File: config.mk
export PLATFORM = sky130hd
export DESIGN_NAME = ifu_fetch
export DESIGN_NICKNAME = d
export VERILOG_FILES = /design/src/rtl/ifu_pkg.sv /design/src/rtl/ifu_pc_reg.sv /design/src/rtl/ifu_fetch.sv
export SDC_FILE = /design/constraint.sdc
export NUM_CORES = 1
export LEC_CHECK = 0
export CAP_MARGIN = 15
export CORE_MARGIN = 1
export CORE_UTILIZATION = 39
export CTS_CLUSTER_SIZE = 25
export DETAILED_ROUTE_END_ITERATION = 7
export PLACE_DENSITY = 0.86
export SKIP_CTS_REPAIR_TIMING = 1
export SLEW_MARGIN = 40
export SYNTH_ARGS = -nofsm -noshare
export SYNTH_HDL_FRONTEND = slang
export SYNTH_SLANG_ARGS = --single-unit
File: constraint.sdc
create_clock -name clk -period 3.6 [get_ports clk]
set_clock_uncertainty 0.1 [all_clocks]
set_input_delay 0.36 -clock clk [delete_from_list [all_inputs] [get_ports clk]]
set_output_delay 0.36 -clock clk [all_outputs]
set_load 0.01 [all_outputs]
File: src/rtl/ifu_pkg.sv
// Shared types and constants for the instruction-fetch unit.
package ifu_pkg;

    localparam int          PC_W             = 30;
    localparam int          IW_DEFAULT       = 32;
    localparam logic [29:0] RESET_PC_DEFAULT = 30'h00000C00;

    typedef enum logic [1:0] {
        IDLE  = 2'd0,
        REQ   = 2'd1,
        WAIT  = 2'd2,
        VALID = 2'd3
    } ifu_state_t;

endpackage

File: src/rtl/ifu_pc_reg.sv
// Word-address PC register: plain load-enabled flop, no arithmetic of its own.
module ifu_pc_reg
    import ifu_pkg::*;
#(
    parameter logic [PC_W-1:0] RESET_PC = RESET_PC_DEFAULT
) (
    input  logic            clk,
    input  logic            rst_n,
    input  logic            load,
    input  logic [PC_W-1:0] d,
    output logic [PC_W-1:0] q
);

    always_ff @(posedge clk or negedge rst_n) begin
        if (!rst_n) begin
            q <= RESET_PC;
        end else if (load) begin
            q <= d;
        end
    end

endmodule

File: src/rtl/ifu_fetch.sv
// PC register and single-outstanding instruction-fetch sequencer.
// Optional stall counter output enabled by defining IFU_FETCH_PERF_EN.
module ifu_fetch
    import ifu_pkg::*;
#(
    parameter logic [PC_W-1:0] RESET_PC = RESET_PC_DEFAULT,
    parameter int              IW       = IW_DEFAULT
) (
    input  logic            clk,
    input  logic            rst_n,
    input  logic [PC_W-1:0] npc_in,
    output logic [PC_W-1:0] pc_out,
    output logic            imem_req,
    output logic [PC_W-1:0] imem_addr,
    input  logic            imem_gnt,
    input  logic            imem_rvalid,
    input  logic [IW-1:0]   imem_rdata,
    output logic            instr_valid,
    output logic [IW-1:0]   instr_out,
    output logic [PC_W-1:0] instr_pc,
`ifdef IFU_FETCH_PERF_EN
    output logic [31:0]     stall_cnt,
`endif
    input  logic            instr_ready
);

    ifu_state_t      state, state_nxt;
    logic            capture;
    logic            pc_load;
    logic [PC_W-1:0] pc;

    ifu_pc_reg #(
        .RESET_PC (RESET_PC)
    ) u_pc_reg (
        .clk   (clk),
        .rst_n (rst_n),
        .load  (pc_load),
        .d     (npc_in),
        .q     (pc)
    );

    always_ff @(posedge clk or negedge rst_n) begin
        if (!rst_n) begin
            state <= IDLE;
        end else begin
            state <= state_nxt;
        end
    end

    // rvalid only matters in WAIT and gnt only in REQ, which enforces one outstanding request
    always_comb begin
        state_nxt = state;
        capture   = 1'b0;
        pc_load   = 1'b0;
        case (state)
            IDLE:  state_nxt = REQ;
            REQ:   if (imem_gnt) state_nxt = WAIT;
            WAIT: begin
                if (imem_rvalid) begin
                    state_nxt = VALID;
                    capture   = 1'b1;
                end
            end
            VALID: begin
                if (instr_ready) begin
                    state_nxt = REQ;
                    pc_load   = 1'b1;
                end
            end
            default: state_nxt = IDLE;
        endcase
    end

    always_ff @(posedge clk or negedge rst_n) begin
        if (!rst_n) begin
            instr_out <= '0;
        end else if (capture) begin
            instr_out <= imem_rdata;
        end
    end

    assign imem_req    = (state == REQ);
    assign instr_valid = (state == VALID);
    assign pc_out      = pc;
    assign imem_addr   = pc;
    assign instr_pc    = pc;

`ifdef IFU_FETCH_PERF_EN
    logic stall;

    assign stall = ((state == REQ)   && !imem_gnt)    ||
                   ((state == WAIT)  && !imem_rvalid) ||
                   ((state == VALID) && !instr_ready);

    always_ff @(posedge clk or negedge rst_n) begin
        if (!rst_n) begin
            stall_cnt <= '0;
        end else if (stall && (stall_cnt != 32'hFFFFFFFF)) begin
            stall_cnt <= stall_cnt + 32'd1;
        end
    end
`endif

endmodule

======== After elaboration in Yosys (flattened, before gate mapping) ========
Cells that the tools add are included.
word-level totals
  register bits ........................... 64
  ROM bits ................................ 0
  latch bits .............................. 0
  output and inout bits ................... 124
  memory bits (writable) .................. 0
  memories ................................ 0
  input bits .............................. 67
  word-level logic and storage cells ...... 19
operators by class
  div/mod/pow operators ................... 0
  add/sub/neg operators ................... 0
  reductions and logical operators ........ 2
  magnitude comparators ................... 0
  muxes and demuxes ....................... 8
  multipliers ............................. 0
  shifts and indexed selects .............. 0
  bitwise logic cells ..................... 0
  eq/ne operators ......................... 6
operators by type and width
  operator                                                count
  one-hot mux 2 bit (4 select lines)                      1
  two-way mux 2 bit                                       3
  == test 2 bit (second input constant)                   2
  two-way mux 1 bit                                       4
  inequality test 2 x 1 -> 1 bit (second input constant)  2
  AND reduction 3 bit                                     1
  == test 2 x 1 -> 1 bit (second input constant)          1
  zero test 2 bit                                         1
  inequality test 2 bit (second input constant)           1

======== Longest topological paths before layout ========
Gate-level depths: netlist of the first run.
  depth in word-level cells ............... 3
  depth in mapped cells ................... 5
  depth with buffers taken out ............ 4

======== Hierarchy ========
Synthesis of the first run repeated with hierarchy kept, for this count alone.
second synthesis, totals
  cell total of the unflattened synthesis .. 206
  area, all modules ....................... 3022.9 um^2
by module, submodules not included
  module      area each (um^2)  cells an instance  sequential area each (um^2)  times used
  ifu_fetch   1785.5            143                850.8                        1
  ifu_pc_reg  1237.4            63                 753.2                        1

======== Worst setup path after synthesis of the first run ========
Ideal clock, no wire load.
  path type ............................... reg2reg
  start point ............................. register state[0]
  end point ............................... register instr_out[10]
  data arrival time ....................... 1.304 ns
  setup time .............................. 0.125 ns
  path buffers ............................ 1
  clock period less this slack ............ 1.529 ns
  setup slack ............................. 2.071 ns
  cell stages (with the launch flop) ...... 6
  required time ........................... 3.375 ns
  cell sequence ........................... dfrtp_1 > inv_1 > ha_1 > nand2_1 > buf_2 > mux2_2
between the ends
  longest elaborated chain between the ends .. 2
RTL lines
  what                      line             text
  start: declaration        ifu_fetch.sv:27  ifu_state_t state, state_nxt;
  start signal: assignment  ifu_fetch.sv:46  state <= state_nxt;
  == test 2 bit             ifu_fetch.sv:55  case (state)
  two-way mux 1 bit         ifu_fetch.sv:55
  end signal: assignment    ifu_fetch.sv:78  instr_out <= imem_rdata;
  end: declaration          ifu_fetch.sv:19  output logic [IW-1:0] instr_out,
Every way passes these cells.
A chain may end at the register's enable or synchronous reset.

======== Final worst setup path of the first run ========
  start point ............................. register state[1]
  end point ............................... output port imem_req
between the ends
  longest elaborated chain between the ends .. 1
RTL lines
  what                    line             text
  == test 2 x 1 -> 1 bit  ifu_fetch.sv:82  assign imem_req = (state == REQ);
  end: declaration        ifu_fetch.sv:13  output logic imem_req,
Every way passes these cells.

==> results.yml, run 1 <==
status:
  outcome: "complete, no violations"
clock_tree:
  worstSkewPairLatency_ns: 0.31
  cts_tree: "done"
  clock_path_buffers: 2
  clk_pin_slew_ns: 0.06
  cts-root-buf: "clkbuf_8"
  cts_buffers: 9
  ctsHtreeMaxLevel: 3
  clkSinkCount: 64
setup_path:
  cp_data_arrival_time_ns: 1.54
  cp.buffers_inverters: 2
  path_cells: "inv_1, ha_1, clkdlybuf4s50_1"
  critPathTopFamily: "buffers and inverters"
  critPathCaptureType: "primary output"
  cpPeakStageDelay_ns: 0.54
  start_kind: "flop"
  path_class: "reg2out"
  crit_required_ns: 3.14
  crit_slowest_cell: "clkdlybuf4s50_1"
  worstPathMaxFanout: 3
synthesis:
  synth.avg_cell_area_sq_um: 14.0
  synth_fp_nets: 277
  synth_edf_count: 0
  synth_seq_cells: 64
  async_flop_share: 1.00
  synth_cell_types: 10
  synthTopCellsByArea: "dfrtp_1 (54%), mux2_2 (24%), buf_4 (16%), dfstp_2 (1.8%), ha_1 (1.7%)"
  synth_top_area_cell: "dfrtp_1"
  ys.flop_type: "dfrtp_1"
  ys_seq_area_frac: 0.555
  syn-cell-area_sq_um: 2890
  yosysWarnings: 0
  synth_cells: 206
  synth_common_cells: "dfrtp_1 (62), mux2_2 (62), buf_4 (60)"
  yosysTopAreaCellShare: 0.537
cells_and_area:
  drive_gt1_frac: 0.232
  finalNonFillerCells: 448
  area_growth_pct: 61.4
  final_util: 0.646
  layout.nets: 417
  final_area_sq_um: 4660
  num_antenna_cells: 0
  n_fill_cell: 561
route:
  drt_wl_total_um: 6460
  drtIter0Drc: 31
  drtAntennaViolNets: 0
  post_drt_wl_per_cell_um: 14.4
  via_count: 1969
  route.detailed.drc: 0
  avgViaCountPerCell: 4.40
  drtPass1Iterations: 5
die:
  die_w_um: 88.1
  fp.dieArea_sq_um: 7760
  core_sq_um: 7210
  dieHeight_um: 88.1
  num_rows: 31
  start_util: 0.400
  ios: 191
place:
  dpl.cell_count: 432
  placed_area_sq_um: 4450
  portBuffers: 190
  gp_congestion: 0.696
  dp_hpwl_um: 5020
power:
  power_frac_comb: 0.560
  p_clk_frac: 0.122
  switching_share: 0.314
  ir_drop_mv: 0.487
  power.density_nw_per_um2: 938
  leakagePower_nw: 1.96
  p_sw_w: 0.00137
  seqPwrFrac: 0.318
  p_int_w: 0.00300
sta:
  timing.final.crit_period_ns: 2.00
  fmax_mhz: 501
  fin_crit_sh: 0.555
  finalMaxSlewViolations: 0
  finalHoldViolCount: 0
  max_slew_margin: 0.665
  setup_viol_count_final: 0
  tns_ns: 0
  rsz0062_at_grt: "no"
  tightest_slew_ns: 0.503
flow_run:
  maxCapViolCount: 0
global_route:
  antenna_found_initial: 0
  grt_overflow: 0
  grt_max_degree: 34
  grt_use_total: 0.165
  grt_first_pass_wirelength_um: 9690
  grt_pass1_vias: 1941
min_path:
  hold_path.class: "in2async"
==> flip-flops by register name, summed over array words and instances, names as in the netlist <==
signal,count
instr_out,32
state,2
u_pc_reg.q,30
==> layer usage <==
metal  routed length [um]  up-vias  part of all wire  track usage
li1                     -      906                 -            -
met1                 2460      949              0.38        0.188
met2                 3290      110              0.51        0.279
met3                  682        4              0.11       0.0688
met4                   32        0            0.0050       0.0616
met5                    0        -                 0            0
==> power groups by stage <==
| stage | Clock [W] | Sequential [W] | Combinational, W |
|---|---|---|---|
| 6_report | 0.000536 | 0.00139 | 0.00245 |
| 4_1_cts | 0.000559 | 0.00140 | 0.00247 |
| 5_1_grt | 0.000585 | 0.00146 | 0.00260 |
| 3_5_place_dp | 0 | 0.00141 | 0.00247 |
| 3_3_place_gp | 0 | 0.00138 | 0.00242 |
| 2_1_floorplan | 0 | 0.00152 | 0.00119 |
==> final timing paths <==
check / startpoint / endpoint / slack [ns] / depth (start not counted)
setup / recovery: state[1] / imem_req / 1.60 / 3
hold / removal: rst_n / instr_out[14] / 0.34 / 2
setup reg to reg: state[0] / u_pc_reg.q[14] / 1.62 / 4
hold reg to reg: instr_out[19] / instr_out[19] / 0.40 / 1
max in group asynchronous: rst_n / u_pc_reg.q[10] / 2.14 / 4
min in group clk: instr_out[19] / instr_out[19] / 0.40 / 1
==> stage by stage <==
step / setup slack (ns) / hold WS [ns] / power, W
after global placement: 1.50 / 0.351 / 0.00380
after CTS: 1.59 / 0.00242 / 0.00443
after detailed placement: 1.49 / 0.357 / 0.00388
after global routing: 1.50 / 0.343 / 0.00464
after floorplan: 2.07 / -0.0356 / 0.00271
final: 1.60 / 0.341 / 0.00438
==> cells in the final DEF (no fill, tap or decap), drive strengths merged <==
master	instances
ha	4
mux2	62
nand2	2
dfstp	2
inv	5
clkdlybuf4s50	189
clkbuf	14
buf	5
a222oi	1
dfrtp	62
mux2i	2
dlygate4sd3	1
==> area by class of cell <==
type,count,area (sq um),area share
Clock buffer,14,173,0.0370
Inverter,5,18.8,0.00403
Multi-Input combinational cell,71,786,0.169
Sequential cell,64,1600,0.344
Tap cell,99,124,0.0266
Timing Repair Buffer,195,1960,0.420
==> kinds of logic after synthesis <==
family          share of synthesized area
buf+inv                             0.173
mux                                 0.249
flops                               0.555
fa+ha+maj                          0.0173
simple gates                      0.00260
compound gates                    0.00346
Power figures use the tool's default switching activity.
==> run 2: changes to the inputs <==
--- a/config.mk
+++ b/config.mk
@@ -7,10 +7,10 @@
 export LEC_CHECK = 0
 export CAP_MARGIN = 15
 export CORE_MARGIN = 1
-export CORE_UTILIZATION = 39
+export CORE_UTILIZATION = 33
 export CTS_CLUSTER_SIZE = 25
 export DETAILED_ROUTE_END_ITERATION = 7
-export PLACE_DENSITY = 0.86
+export PLACE_DENSITY = 0.78
 export SKIP_CTS_REPAIR_TIMING = 1
 export SLEW_MARGIN = 40
 export SYNTH_ARGS = -nofsm -noshare
==> constraint.sdc (replaced) <==
create_clock -name clk -period 1.8 [get_ports clk]
set_clock_uncertainty 0.1 [all_clocks]
set_input_delay 0.18 -clock clk [delete_from_list [all_inputs] [get_ports clk]]
set_output_delay 0.18 -clock clk [all_outputs]
set_load 0.01 [all_outputs]
==> run 2 against run 1 <==
- die area rose by 18%
- first-iteration DRC count fell by 23%
- critical path depth fell by 2
- worst hold slack got worse by 0.045 ns
- non-clock buffer count did not move
- highest routed layer unchanged
- total power rose by 100%
- sequential share of layout area fell by 0.35 points
- clock-buffer cell count fell by 2
- global-route usage fell by 3.0 points
- critical path type unchanged
- combinational power rose by 100%
- clock power rose by 120%
==> results.yml, run 2 (synthesized netlist as in run 1, its figures left out) <==
setup_path:
  critPathTopFamily: "flip-flops"
  cp_data_arrival_time_ns: 1.42
  path_cells: "clkdlybuf4s50_1"
  worstPathMaxFanout: 4
  start_kind: "flop"
  r2r-start: "state[0]"
  r2r-end: "instr_out[29]"
  path_class: "reg2out"
  critPathCaptureType: "primary output"
  cp.buffers_inverters: 1
  reg2reg_depth: 5
  cpPeakStageDelay_ns: 0.56
  crit_required_ns: 1.52
  r2r_slack_ns: 0.18
  crit_slowest_cell: "dfstp_2"
clock_tree:
  clkSinkCount: 64
  worstSkewPairLatency_ns: 0.32
  cts_buffers: 9
  clk_pin_slew_ns: 0.07
  cts_tree: "done"
  ctsHtreeMaxLevel: 3
  clock_path_buffers: 2
  cts-root-buf: "clkbuf_8"
cells_and_area:
  layout.nets: 417
  final_util: 0.565
  area_growth_pct: 63.0
  largest_reg_flops: 32
  regMostFlops: "instr_out"
  final_common_cell: "clkdlybuf4s50_1"
  num_antenna_cells: 0
  finalNonFillerCells: 456
  final_cell_mix: "clkdlybuf4s50_1 (187), mux2_2 (62), dfrtp_1 (62)"
  reg_top3: "instr_out: 32 flops, u_pc_reg.q: 30 flops, state: 2 flops"
  drive_gt1_frac: 0.236
place:
  portBuffers: 190
  gp_congestion: 0.620
  dp_hpwl_um: 4700
  dpl.cell_count: 438
die:
  die_w_um: 95.6
  dieHeight_um: 95.6
  fp.dieArea_sq_um: 9130
  ios: 191
  start_util: 0.346
  core_sq_um: 8340
  num_rows: 33
power:
  leakagePower_nw: 2.00
  ir_drop_mv: 0.834
  power_w: 0.00887
  power.density_nw_per_um2: 1880
global_route:
  grt_first_pass_wirelength_um: 9320
  grt_use_total: 0.136
  grt_max_degree: 65
  grt_overflow: 0
  grt_pass1_vias: 1937
  antenna_found_initial: 0
sta:
  timing.final.crit_period_ns: 1.70
  fin_crit_sh: 0.945
  finalHoldViolCount: 0
  rsz0062_at_grt: "no"
  max_slew_margin: 0.672
  fmax_mhz: 588
  finalMaxSlewViolations: 0
  setup_viol_count_final: 0
  tightest_slew_ns: 0.493
route:
  avgViaCountPerCell: 4.45
  dr_wl_met3_um: 782
  via_count: 2029
  drtPass1Iterations: 4
  wl_met2_um: 3200
  post_drt_wl_per_cell_um: 14.0
  m1WireLength_um: 2290
  drtAntennaViolNets: 0
  route.detailed.drc: 0
  drtIter0Drc: 24
  drt_wl_total_um: 6370
  top_layer: "met4"
status:
  outcome: "complete, no violations"
flow_run:
  maxCapViolCount: 0
min_path:
  hold_path.class: "in2async"
run 2: cell types whose count changed in the layout (fill, tap and decap cells not counted), sizes merged:
cell / previous run / this run
bufinv: 0 / 1
clkdlybuf4s50: 189 / 187
clkinv: 0 / 3
dlymetal6s2s: 0 / 2
clkbuf: 14 / 12
run 2: per-stage QoR:
step	TNS, ns	worst slack (ns)	hold WS, ns	instance area [sq um]
after detailed placement	0	0.158	0.122	4500
after global placement	0	0.215	0.117	4500
final	0	0.0998	0.296	4710
after floorplan	0	0.271	-0.216	2890
after CTS	-0.0394	-0.0394	-0.239	4690
after global routing	0	0.0469	0.345	4710
run 2: layout make-up:
cell class | count | area (sq um)
sequential | 64 | 1600
clock inverter | 4 | 45.0
tap | 105 | 131
clock buffer | 12 | 145
timing repair buffer | 195 | 1980
inverter | 5 | 18.8
fill | 695 | 3630
multi-input combinational | 71 | 786
run 2: routing by layer:
metal | GRT usage | vias to the layer above
li1 | - | 910
met1 | 0.148 | 992
met2 | 0.233 | 117
met3 | 0.0582 | 10
met4 | 0.0485 | 0
met5 | 0 | -
run 2: report_power, final:
part	switching, W	internal (W)
combinational	0.00170	0.00323
sequential	0.000546	0.00220
clock	0.000514	0.000672
run 2: how the worst max path moves through the flow:
| stage | startpoint | end | slack, ns | depth (start not counted) |
|---|---|---|---|---|
| 3_3_place_gp | state[0] | instr_out[30] | 0.21 | 5 |
| 2_1_floorplan | state[0] | instr_out[10] | 0.27 | 5 |
| 6_report | u_pc_reg.q[10] | pc_out[10] | 0.1 | 1 |
| 5_1_grt | u_pc_reg.q[10] | instr_pc[10] | 0.05 | 1 |
| 4_1_cts | state[1] | imem_req | -0.04 | 3 |
| 3_5_place_dp | state[0] | instr_out[11] | 0.16 | 5 |
run 2: worst reg2reg max path: cells and delay by family (launching register included):
kind / cells / cell delay (ns)
AND/OR/NAND/NOR: 1 / 0.12
multiplexers: 1 / 0.39
flip-flops: 1 / 0.39
buffers and inverters: 2 / 0.29
adder cells (fa/ha/maj): 1 / 0.22
==> run 3: changes to the inputs <==
--- a/config.mk
+++ b/config.mk
@@ -7,10 +7,11 @@
 export LEC_CHECK = 0
 export CAP_MARGIN = 15
 export CORE_MARGIN = 1
-export CORE_UTILIZATION = 33
+export CORE_UTILIZATION = 29
 export CTS_CLUSTER_SIZE = 25
 export DETAILED_ROUTE_END_ITERATION = 7
-export PLACE_DENSITY = 0.78
+export PLACE_DENSITY = 0.7
+export SETUP_SLACK_MARGIN = 0.2
 export SKIP_CTS_REPAIR_TIMING = 1
 export SLEW_MARGIN = 40
 export SYNTH_ARGS = -nofsm -noshare
==> run 3 against run 2 <==
- clock-buffer cell count is 1 higher
- utilization decreased by 5.0 points
- maximum frequency up 6.3%
- first-iteration DRC count grew 38%
- via count rose by 0.69%
- sequential cell count did not move
- non-clock buffer count rose by 9
- critical endpoint is now state[1]
- largest cell class unchanged
==> results.yml, run 3 (synthesized netlist as in run 1, its figures left out) <==
power:
  leakagePower_nw: 2.59
  ir_drop_mv: 0.735
  power.density_nw_per_um2: 1790
  power_w: 0.00899
die:
  start_util: 0.297
  die_w_um: 102
  fp.dieArea_sq_um: 10400
  num_rows: 36
  ios: 191
  dieHeight_um: 102
  core_sq_um: 9730
sta:
  finalMaxSlewViolations: 0
  timing.hold.ws_ns: 0.336
  fmax_mhz: 625
  max_slew_margin: 0.651
  fin_crit_sh: 0.889
  rsz0062_at_grt: "yes"
  finalHoldViolCount: 0
  tightest_slew_ns: 0.524
  setup_viol_count_final: 0
  setup_ws_ns: 0.200
  timing.final.crit_period_ns: 1.60
cells_and_area:
  num_antenna_cells: 0
  n_fill_cell: 857
  reg_top3: "instr_out: 32 flops, u_pc_reg.q: 30 flops, state: 2 flops"
  drive_gt1_frac: 0.272
  largest_reg_flops: 32
  layout.nets: 426
  area_growth_pct: 73.3
  final_common_cell: "clkdlybuf4s50_1"
  regMostFlops: "instr_out"
  final_cell_mix: "clkdlybuf4s50_1 (132), mux2_2 (62), dfrtp_1 (62)"
flow_run:
  maxCapViolCount: 0
route:
  drtAntennaViolNets: 0
  drtPass1Iterations: 4
  post_drt_wl_per_cell_um: 14.7
  route.detailed.drc: 0
  drt_wl_total_um: 7230
  drtIter0Drc: 33
  via_count: 2043
  avgViaCountPerCell: 4.14
setup_path:
  worstPathMaxFanout: 4
  r2r-start: "state[0]"
  crit_required_ns: 1.95
  cp-startpoint: "state[0]"
  path_class: "reg2reg"
  cp_data_arrival_time_ns: 1.75
  critPathCaptureType: "flop"
  start_kind: "flop"
place:
  post-place-ws_ns: 0.174
  portBuffers: 190
  gp_congestion: 0.699
  dp_hpwl_um: 4970
global_route:
  grt_pass1_vias: 1986
  grt_first_pass_wirelength_um: 9970
  grt_use_total: 0.127
  grt_max_degree: 33
  grt_overflow: 0
  antenna_found_initial: 0
clock_tree:
  clkSinkCount: 64
  worstSkewPairLatency_ns: 0.32
  clk_pin_slew_ns: 0.07
  cts_tree: "done"
  cts-root-buf: "clkbuf_8"
  cts_buffers: 9
  ctsHtreeMaxLevel: 3
  clock_path_buffers: 2
min_path:
  hold_path.class: "in2async"
status:
  outcome: "complete, no violations"
==> run 3: cell types whose count changed in the layout (fill, tap and decap cells not counted), sizes merged <==
cell           delta
buf               +7
clkbuf            +3
clkdlybuf4s50    -55
clkinv            -2
clkinvlp          +1
dlymetal6s2s     +55
==> run 3: through the flow <==
step           std cells  cell area, sq um  TNS (ns)  utilization
2_1_floorplan        206              2890         0            -
3_3_place_gp         468              4530         0        0.466
3_5_place_dp         468              4530         0        0.466
4_1_cts              484              4740   -0.0855        0.487
5_1_grt              493              5010         0        0.515
6_report             493              5010         0        0.515
==> run 3: worst paths after layout <==
kind / to / slack (ns) / cells past startpoint
worst max register to register: state[1] / 0.20 / 4
worst min register to register: instr_out[0] / 0.41 / 1
min in group clk: instr_out[22] / 0.35 / 2
worst max-delay path: state[1] / 0.20 / 4
max in group asynchronous: u_pc_reg.q[11] / 0.93 / 3
worst min-delay path: u_pc_reg.q[28] / 0.34 / 3
==> run 3: per-layer routing <==
layer  up-vias  share of wire  GRT usage  wire length (um)
li1        930              -          -                 -
met5         -              0          0                 0
met4         0          0.013     0.0604                91
met2       126           0.51      0.215              3670
met1       976           0.38      0.142              2730
met3        11           0.10     0.0479               739
==> run 3: report_power, final <==
group	total [W]	internal (W)	switching, W
Sequential	0.00271	0.00220	0.000509
Combinational	0.00503	0.00321	0.00181
Clock	0.00125	0.000715	0.000538
==> run 3: layout make-up <==
type / instances / area [sq um] / share of cell area
tap: 133 / 166 / 0.0332
sequential: 64 / 1600 / 0.320
multi-input combinational: 71 / 806 / 0.161
clock buffer: 13 / 159 / 0.0317
clock inverter: 3 / 42.5 / 0.00850
timing repair buffer: 204 / 2210 / 0.442
inverter: 5 / 18.8 / 0.00375
==> run 3: worst max-delay path, cell delays in order, from the launching register on <==
cell and delay (ns):
dfrtp_1 0.42, inv_2 0.08, ha_4 0.16, a222oi_1 0.52, mux2i_1 0.25
